--- src/rtl/decoder_scan.sv ---
// Registered SEL_W-to-2^SEL_W one-hot decoder with DIRECT (handshaked select) and SCAN (prescaled auto-step) modes.
// Define DECODER_ACTIVE_LOW_EN to drive the y pins inverted (idle/reset value all-ones).
module decoder_scan #(
    parameter int unsigned SEL_W    = 2,
    parameter int unsigned PRESCALE = 4
) (
    input  logic                  clk,
    input  logic                  rst_n,
    input  logic                  en,
    input  logic                  mode,
    input  logic                  sel_valid,
    input  logic [SEL_W-1:0]      sel,
    output logic                  sel_ready,
    output logic [2**SEL_W-1:0]   y,
    output logic                  y_valid,
    output logic [SEL_W-1:0]      cur_idx,
    output logic                  wrap
);
    localparam int unsigned N    = 2 ** SEL_W;
    localparam int unsigned PS_W = $clog2(PRESCALE + 1);
    localparam logic [PS_W-1:0]  PS_LAST  = PS_W'(PRESCALE - 1);
    localparam logic [SEL_W-1:0] IDX_LAST = SEL_W'(N - 1);

    typedef enum logic [1:0] {
        ST_IDLE   = 2'd0,
        ST_DIRECT = 2'd1,
        ST_SCAN   = 2'd2
    } state_e;

    state_e           state_q, state_d;
    logic [N-1:0]     onehot_q, onehot_d;
    logic             valid_q, valid_d;
    logic [SEL_W-1:0] idx_q, idx_d;
    logic             wrap_q, wrap_d;
    logic [PS_W-1:0]  ps_q, ps_d;

    assign sel_ready = en & ~mode;

    // Outputs are computed for the state being entered at this edge, so every
    // mode change takes effect with one cycle of latency.
    always_comb begin
        state_d  = ST_IDLE;
        onehot_d = onehot_q;
        valid_d  = valid_q;
        idx_d    = idx_q;
        wrap_d   = 1'b0;
        ps_d     = '0;
        if (en) begin
            state_d = mode ? ST_SCAN : ST_DIRECT;
        end
        unique case (state_d)
            ST_IDLE: begin
                onehot_d = '0;
                valid_d  = 1'b0;
                idx_d    = '0;
            end
            ST_DIRECT: begin
                if (sel_valid && sel_ready) begin
                    onehot_d = N'(1) << sel;
                    idx_d    = sel;
                    valid_d  = 1'b1;
                end
            end
            ST_SCAN: begin
                if (state_q != ST_SCAN) begin
                    // Fresh sweep from line 0; prescaler restarts with no carry-over.
                    onehot_d = N'(1);
                    idx_d    = '0;
                    valid_d  = 1'b1;
                end else if (ps_q == PS_LAST) begin
                    idx_d    = idx_q + SEL_W'(1);
                    onehot_d = N'(1) << idx_d;
                    valid_d  = 1'b1;
                    wrap_d   = (idx_q == IDX_LAST);
                end else begin
                    ps_d = ps_q + PS_W'(1);
                end
            end
            default: begin
                state_d = ST_IDLE;
            end
        endcase
    end

    always_ff @(posedge clk or negedge rst_n) begin
        if (!rst_n) begin
            state_q  <= ST_IDLE;
            onehot_q <= '0;
            valid_q  <= 1'b0;
            idx_q    <= '0;
            wrap_q   <= 1'b0;
            ps_q     <= '0;
        end else begin
            state_q  <= state_d;
            onehot_q <= onehot_d;
            valid_q  <= valid_d;
            idx_q    <= idx_d;
            wrap_q   <= wrap_d;
            ps_q     <= ps_d;
        end
    end

`ifdef DECODER_ACTIVE_LOW_EN
    assign y = ~onehot_q;
`else
    assign y = onehot_q;
`endif
    assign y_valid = valid_q;
    assign cur_idx = idx_q;
    assign wrap    = wrap_q;

endmodule

--- config.mk ---
export PLATFORM = sky130hd
export DESIGN_NAME = decoder_scan
export DESIGN_NICKNAME = d
export VERILOG_FILES = /design/src/rtl/decoder_scan.sv
export SDC_FILE = /design/constraint.sdc
export NUM_CORES = 1
export LEC_CHECK = 0
export ABC_CLOCK_PERIOD_IN_PS = 2700
export CAP_MARGIN = 20
export CORE_UTILIZATION = 35
export CTS_BUF_LIST = sky130_fd_sc_hd__clkbuf_8
export CTS_CLUSTER_SIZE = 16
export DETAILED_ROUTE_END_ITERATION = 8
export DONT_BUFFER_PORTS = 1
export PLACE_DENSITY_LB_ADDON = 0.12
export SLEW_MARGIN = 20
export SYNTH_ARGS = -nofsm -noshare
export SYNTH_HDL_FRONTEND = slang
export SYNTH_SLANG_ARGS = --single-unit
--- constraint.sdc ---
create_clock -name clk -period 2.7 [get_ports clk]
set_input_delay 0.675 -clock clk [delete_from_list [all_inputs] [get_ports clk]]
set_output_delay 0.675 -clock clk [all_outputs]
set_load 0.01 [all_outputs]
==> flow_summary.yaml, run 1 <==
setup_path:
  cp-start-kind: "register"
  r2r-start: "cur_idx[0]"
  crit_type: "reg -> reg"
  r2r_slack_ps: 1040
  cp_data_required_time_ps: 2820
  critPathMaxFanout: 6
  crit_chain: "ha_1 -> or3b_1 -> a32o_1 -> mux2_2"
  reg2reg_depth: 4
  critPathMaxStageDelay_ps: 480
  rr_endpoint: "y[0]"
  cp.arrival_ps: 1780
  end_kind: "register"
  crit_slowest_cell: "dfrtp_1"
cts:
  cts_setup_buffers: 0
  htreeDepth: 1
  clk_latency_ps: 240
  cts_resized: 0
  path_clk_slew_ps: 50
  clockBufferDepth: 2
  cts_tree: "built"
  clockRootBuffer: "clkbuf_8"
  cts_inserted_buffers: 3
  cts.sinks: 13
  cts_hold_buffers: 0
floorplan:
  io_pins: 16
  core_area_um2: 1780
  die_w_um: 46.5
  rows: 15
  initial_utilization_pct: 38.9
  die_y_um: 46.5
  die-area_um2: 2160
power_and_ir_drop:
  p_per_area_nw_per_um2: 543
  peakVddDrop_v: 0.000321
  p_leak_nw: 0.370
  total_power_mw: 0.412
logic_synthesis:
  synthDistinctLibCells: 21
  synth_cells: 54
  ys_seq_elements: 13
  syn_nets: 67
  ys.warnings.count: 0
  syn_area_um2: 693
  seq_area_frac_synth_pct: 46.9
  syn_avg_cell_area_um2: 12.8
global_routing:
  grt_overflow: 0
  grt_use_total_pct: 14.1
  antenna_found_initial: 0
  grt_pass1_vias: 451
  grt_max_degree: 14
  grt_pass1_wl_mm: 1.98
sta:
  setup_violations: 0
  fin_ws_ps: 1040
  max_slew_margin_pct: 77.1
  fmax_mhz: 602
  grt_setup_unrepaired: "false"
  fin_skew_ps: 1.73
  min_period_ps: 1660
  setup_tns_ps: 0
  drv_slew: 0
  tightestPinTransition_ps: 342
  period_share_pct: 61.5
  hold_viol_final: 0
route:
  avgViaCountPerCell: 5.09
  drc: 0
  num_vias: 417
  drt_iter0_drc: 4
  first_pass_iters: 5
  avgRoutedWirePerCell_um: 15.1
  totalWireLength_mm: 1.24
  antenna_left: 0
final_layout:
  layout.nets: 71
  final_cells: 82
  regArea_um2: 325
  fill_cells: 165
  layout_commonest_cell: "dfrtp_1"
  multiInputGateArea_um2: 334
  antenna_cells: 0
  layout_common_cells: "dfrtp_1, inv_1, ha_1, a32o_1, mux2_2"
  syn2layout_area_growth_pct: 9.39
  layout-drive-gt1-share_pct: 17.5
  final_util_pct: 42.5
run:
  max-cap-violations: 0
placed_design:
  portBuffers: 0
  pre_cts_slack_ps: 1000
  dp_cells: 78
  gp_congestion: 0.709
  hpwl_um: 910
min_path:
  hp-class: "in -> async"
status:
  status: "finished, final reports clean"
[flip-flops by register name (all words and copies together), names as in the netlist]
register	count
ps_q	3
y_valid	1
state_q	2
cur_idx	2
y	4
wrap	1
[where the power goes]
group	internal [mW]	switching, mW
combinational	0.0167	0.0145
sequential	0.203	0.0110
clock	0.100	0.0659
total	0.320	0.0914
[worst max-delay path, delay by kind of cell (launching register included)]
kind,cells,cell delay (ps)
DFF,1,480
and+or+nand+nor,1,360
muxes,1,250
adders and majority gates,1,240
AOI/OAI and AO/OA,1,220
[per-stage QoR]
stage	hold slack (ps)	instance area (um^2)
finish	129	758
floorplan	379	693
global route	120	758
detailed placement	380	713
global placement	380	713
CTS	124	758
[synthesized netlist by cell type]
library cell	count	share of area [%]
mux2i_1	1	1.4
o21ai_0	1	0.72
nand4b_1	1	1.3
inv_1	6	3.2
nand2b_1	1	0.90
and3_1	1	0.90
and2_1	1	0.90
nor2_1	2	1.1
and4b_1	2	2.9
dfrtp_1	13	47
a32o_1	5	7.2
buf_6	1	1.6
and2b_1	2	2.2
nor2b_1	1	0.90
o2bb2ai_4	1	4.0
or3b_1	1	1.3
a22o_1	1	1.3
nor2b_2	1	1.3
nor3b_1	1	1.1
mux2_2	5	8.1
ha_1	6	11
[per-layer routing]
metal	track usage, %	vias up	wire [um]
li1	-	198	-
met1	17.6	208	593
met2	20.6	9	564
met3	5.88	2	58
met4	7.06	0	19
met5	0	-	0
[worst max-delay path by stage]
stage / start / to / depth (start not counted)
2_1_floorplan: mode / sel_ready / 1
3_3_place_gp: en / y[0] / 3
3_5_place_dp: en / y[0] / 3
4_1_cts: cur_idx[0] / y[0] / 4
5_1_grt: cur_idx[0] / y[0] / 4
6_report: cur_idx[0] / y[0] / 4
[kinds of logic (layout without fill, tap and decap cells)]
group,count (synthesis),count (layout),share of synthesized area [%]
multiplexers,6,6,9.57
AND/OR/NAND/NOR,14,14,14.6
AO/OA/AOI/OAI,8,8,13.2
adder cells (fa/ha/maj),6,6,10.8
flip-flops,13,13,46.9
buffers and inverters,7,10,4.87
[area by class of cell]
class	count	area share, %
inverter	6	2.97
sequential	13	42.9
multi-input combinational	34	44.1
clock inverter	1	0.495
clock buffer	3	5.45
tap	25	4.13
Power figures use the tool's default switching activity.
==> run 2: changes to the inputs <==
- ABC_AREA: unset -> 1
- ABC_CLOCK_PERIOD_IN_PS: 2700 -> 1600
- clock period: 2.7 -> 1.6 ns (I/O delays scaled with it)
==> run 2 against run 1 <==
  * Clock power up 74%
  * Setup slack got worse by 710 ps
  * Worst hold slack gained 110 ps
  * Total power up 74%
  * Non-clock buffer count rose by 1
  * Core utilization rose by 1.3 points
  * Final area is 4.1% higher
  * Die area up 1.2%
  * Critical path type unchanged
  * Largest power group unchanged
==> flow_summary.yaml, run 2 <==
placed_design:
  place_area_um2: 733
  dp_cells: 110
  hpwl_um: 918
  gp_congestion: 0.767
  portBuffers: 0
  pre_cts_slack_ps: 325
route:
  num_vias: 488
  avgRoutedWirePerCell_um: 10.7
  drt_iter0_drc: 7
  antenna_left: 0
  first_pass_iters: 4
  totalWireLength_mm: 1.23
  avgViaCountPerCell: 4.24
  drc: 0
power_and_ir_drop:
  switchingPower_mw: 0.179
  power.internal_mw: 0.536
  p_per_area_nw_per_um2: 905
  swShare_pct: 25.0
  peakVddDrop_v: 0.000468
  seq_power_share_pct: 50.7
  clock_power_share_pct: 40.4
  total_power_mw: 0.715
  p_leak_nw: 0.424
  power.share.combinational_pct: 8.9
logic_synthesis:
  synth_cells: 85
  yosys_most_used_dff: "dfrtp_1"
  seq_area_frac_synth_pct: 46.3
  syn_nets: 98
  syn_avg_cell_area_um2: 8.26
  syn_area_um2: 702
  synth-async-reset-ratio_pct: 100
  synth_top_family_by_area: "simple AND/OR/NAND/NOR gates"
  synth_common_cells: "nand2_1, dfrtp_1, inv_1"
  synth_edf_count: 0
  yosysTopAreaCellShare_pct: 46.3
  yosysMostFrequentCell: "nand2_1"
  synth-compound-area-share_pct: 1.43
  synthTopCellsByArea: "dfrtp_1, nand2_1, ha_1"
  synthSimpleGateAreaFrac_pct: 34.8
  synth-xor-area-share_pct: 0
  synthDistinctLibCells: 16
  synth_fa_ha_area_share_pct: 10.7
  synthMuxAreaShare_pct: 0
  ys.warnings.count: 0
  synth_area_leader_cell: "dfrtp_1"
  ys_seq_elements: 13
sta:
  fmax_mhz: 786
  setup_tns_ps: 0
  fin_skew_ps: 4.74
  setup_violations: 0
  hold_ws_ps: 244
  fin_ws_ps: 327
  grt_setup_unrepaired: "false"
  max_slew_margin_pct: 59.1
  hold_viol_final: 0
  drv_slew: 0
  period_share_pct: 79.5
  tightestPinTransition_ps: 612
  min_period_ps: 1270
cts:
  path_clk_slew_ps: 50
  clk_latency_ps: 240
  cts.sinks: 13
  cts_inserted_buffers: 3
  clockBufferDepth: 2
  clockRootBuffer: "clkbuf_8"
  cts_setup_buffers: 0
  htreeDepth: 1
  cts_tree: "built"
final_layout:
  antenna_cells: 0
  largest_register_ffs: 4
  fin_area_um2: 790
  fill_cells: 194
  final_cells: 115
  layout_commonest_cell: "nand2_1"
  layout.nets: 104
  layout-drive-gt1-share_pct: 15.6
  final_util_pct: 43.8
  layout_common_cells: "nand2_1, dfrtp_1, inv_1, nor2_1, ha_1"
  syn2layout_area_growth_pct: 12.5
global_routing:
  grt_pass1_vias: 478
  grt_overflow: 0
  grt_max_degree: 14
  antenna_found_initial: 0
  grt_pass1_wl_mm: 2.05
  grt_use_total_pct: 14.1
setup_path:
  crit_type: "reg -> reg"
  cp.arrival_ps: 1400
  cp-start-kind: "register"
  cp_data_required_time_ps: 1730
  end_kind: "register"
  critPathMaxFanout: 9
floorplan:
  rows: 15
  io_pins: 16
  core_area_um2: 1800
  die_w_um: 46.8
  initial_utilization_pct: 39.0
  die-area_um2: 2190
  die_y_um: 46.8
status:
  status: "finished, final reports clean"
run:
  max-cap-violations: 0
min_path:
  hp-class: "in -> reg"
-- run 2: metal layers --
metal | up-vias | track usage (%) | routed length [um]
li1 | 266 | - | -
met1 | 206 | 21.3 | 703
met2 | 14 | 18.1 | 443
met3 | 2 | 3.85 | 68
met4 | 0 | 6.86 | 19
met5 | - | 0 | 0
-- run 2: final cells by class --
type	count	area, um^2	area share (%)
clock buffer	3	41.3	5.23
tap	25	31.3	3.96
sequential	13	325	41.2
clock inverter	1	5.00	0.634
timing repair buffer	1	10.0	1.27
inverter	12	47.5	6.02
multi-input combinational	60	329	41.7
-- run 2: logic make-up (layout without fill, tap and decap cells) --
family          count (synthesis)  in the layout
compound gates                  2              2
fa+ha+maj                       6              6
buf+inv                        12             17
flops                          13             13
simple gates                   52             52
-- run 2: power by group through the flow --
stage,clock [mW],combinational [mW],sequential (mW)
after floorplan,0,0.0463,0.365
after global placement,0,0.0552,0.368
after detailed placement,0,0.0559,0.368
after CTS,0.301,0.0653,0.362
after global routing,0.316,0.0741,0.365
final,0.289,0.0635,0.362
-- run 2: path summary, 6_finish.rpt --
kind                       slack, ps  depth (start not counted)          to  startpoint
min reg2reg                      440                          1     ps_q[0]     ps_q[0]
min in group asynchronous        610                          1        y[3]       rst_n
min                              240                          1  state_q[0]        mode
max                              330                          7  cur_idx[0]     ps_q[0]
max reg2reg                      330                          7  cur_idx[0]     ps_q[0]
max in group asynchronous        590                          1     ps_q[1]       rst_n
-- run 2: what timing repair did --
| action | CTS | global route |
|---|---|---|
| hold endpoints to repair | 13 | 0 |
| hold buffers | 1 | 0 |
| resized for setup | 0 | 0 |
-- run 2: critical path, stage by stage, from the launching register on --
cell and delay (ps):
dfrtp_1 380, ha_1 210, nand2_1 150, nand3_4 110
nand2_4 140, inv_4 60, nand2_1 60, nand2_1 50
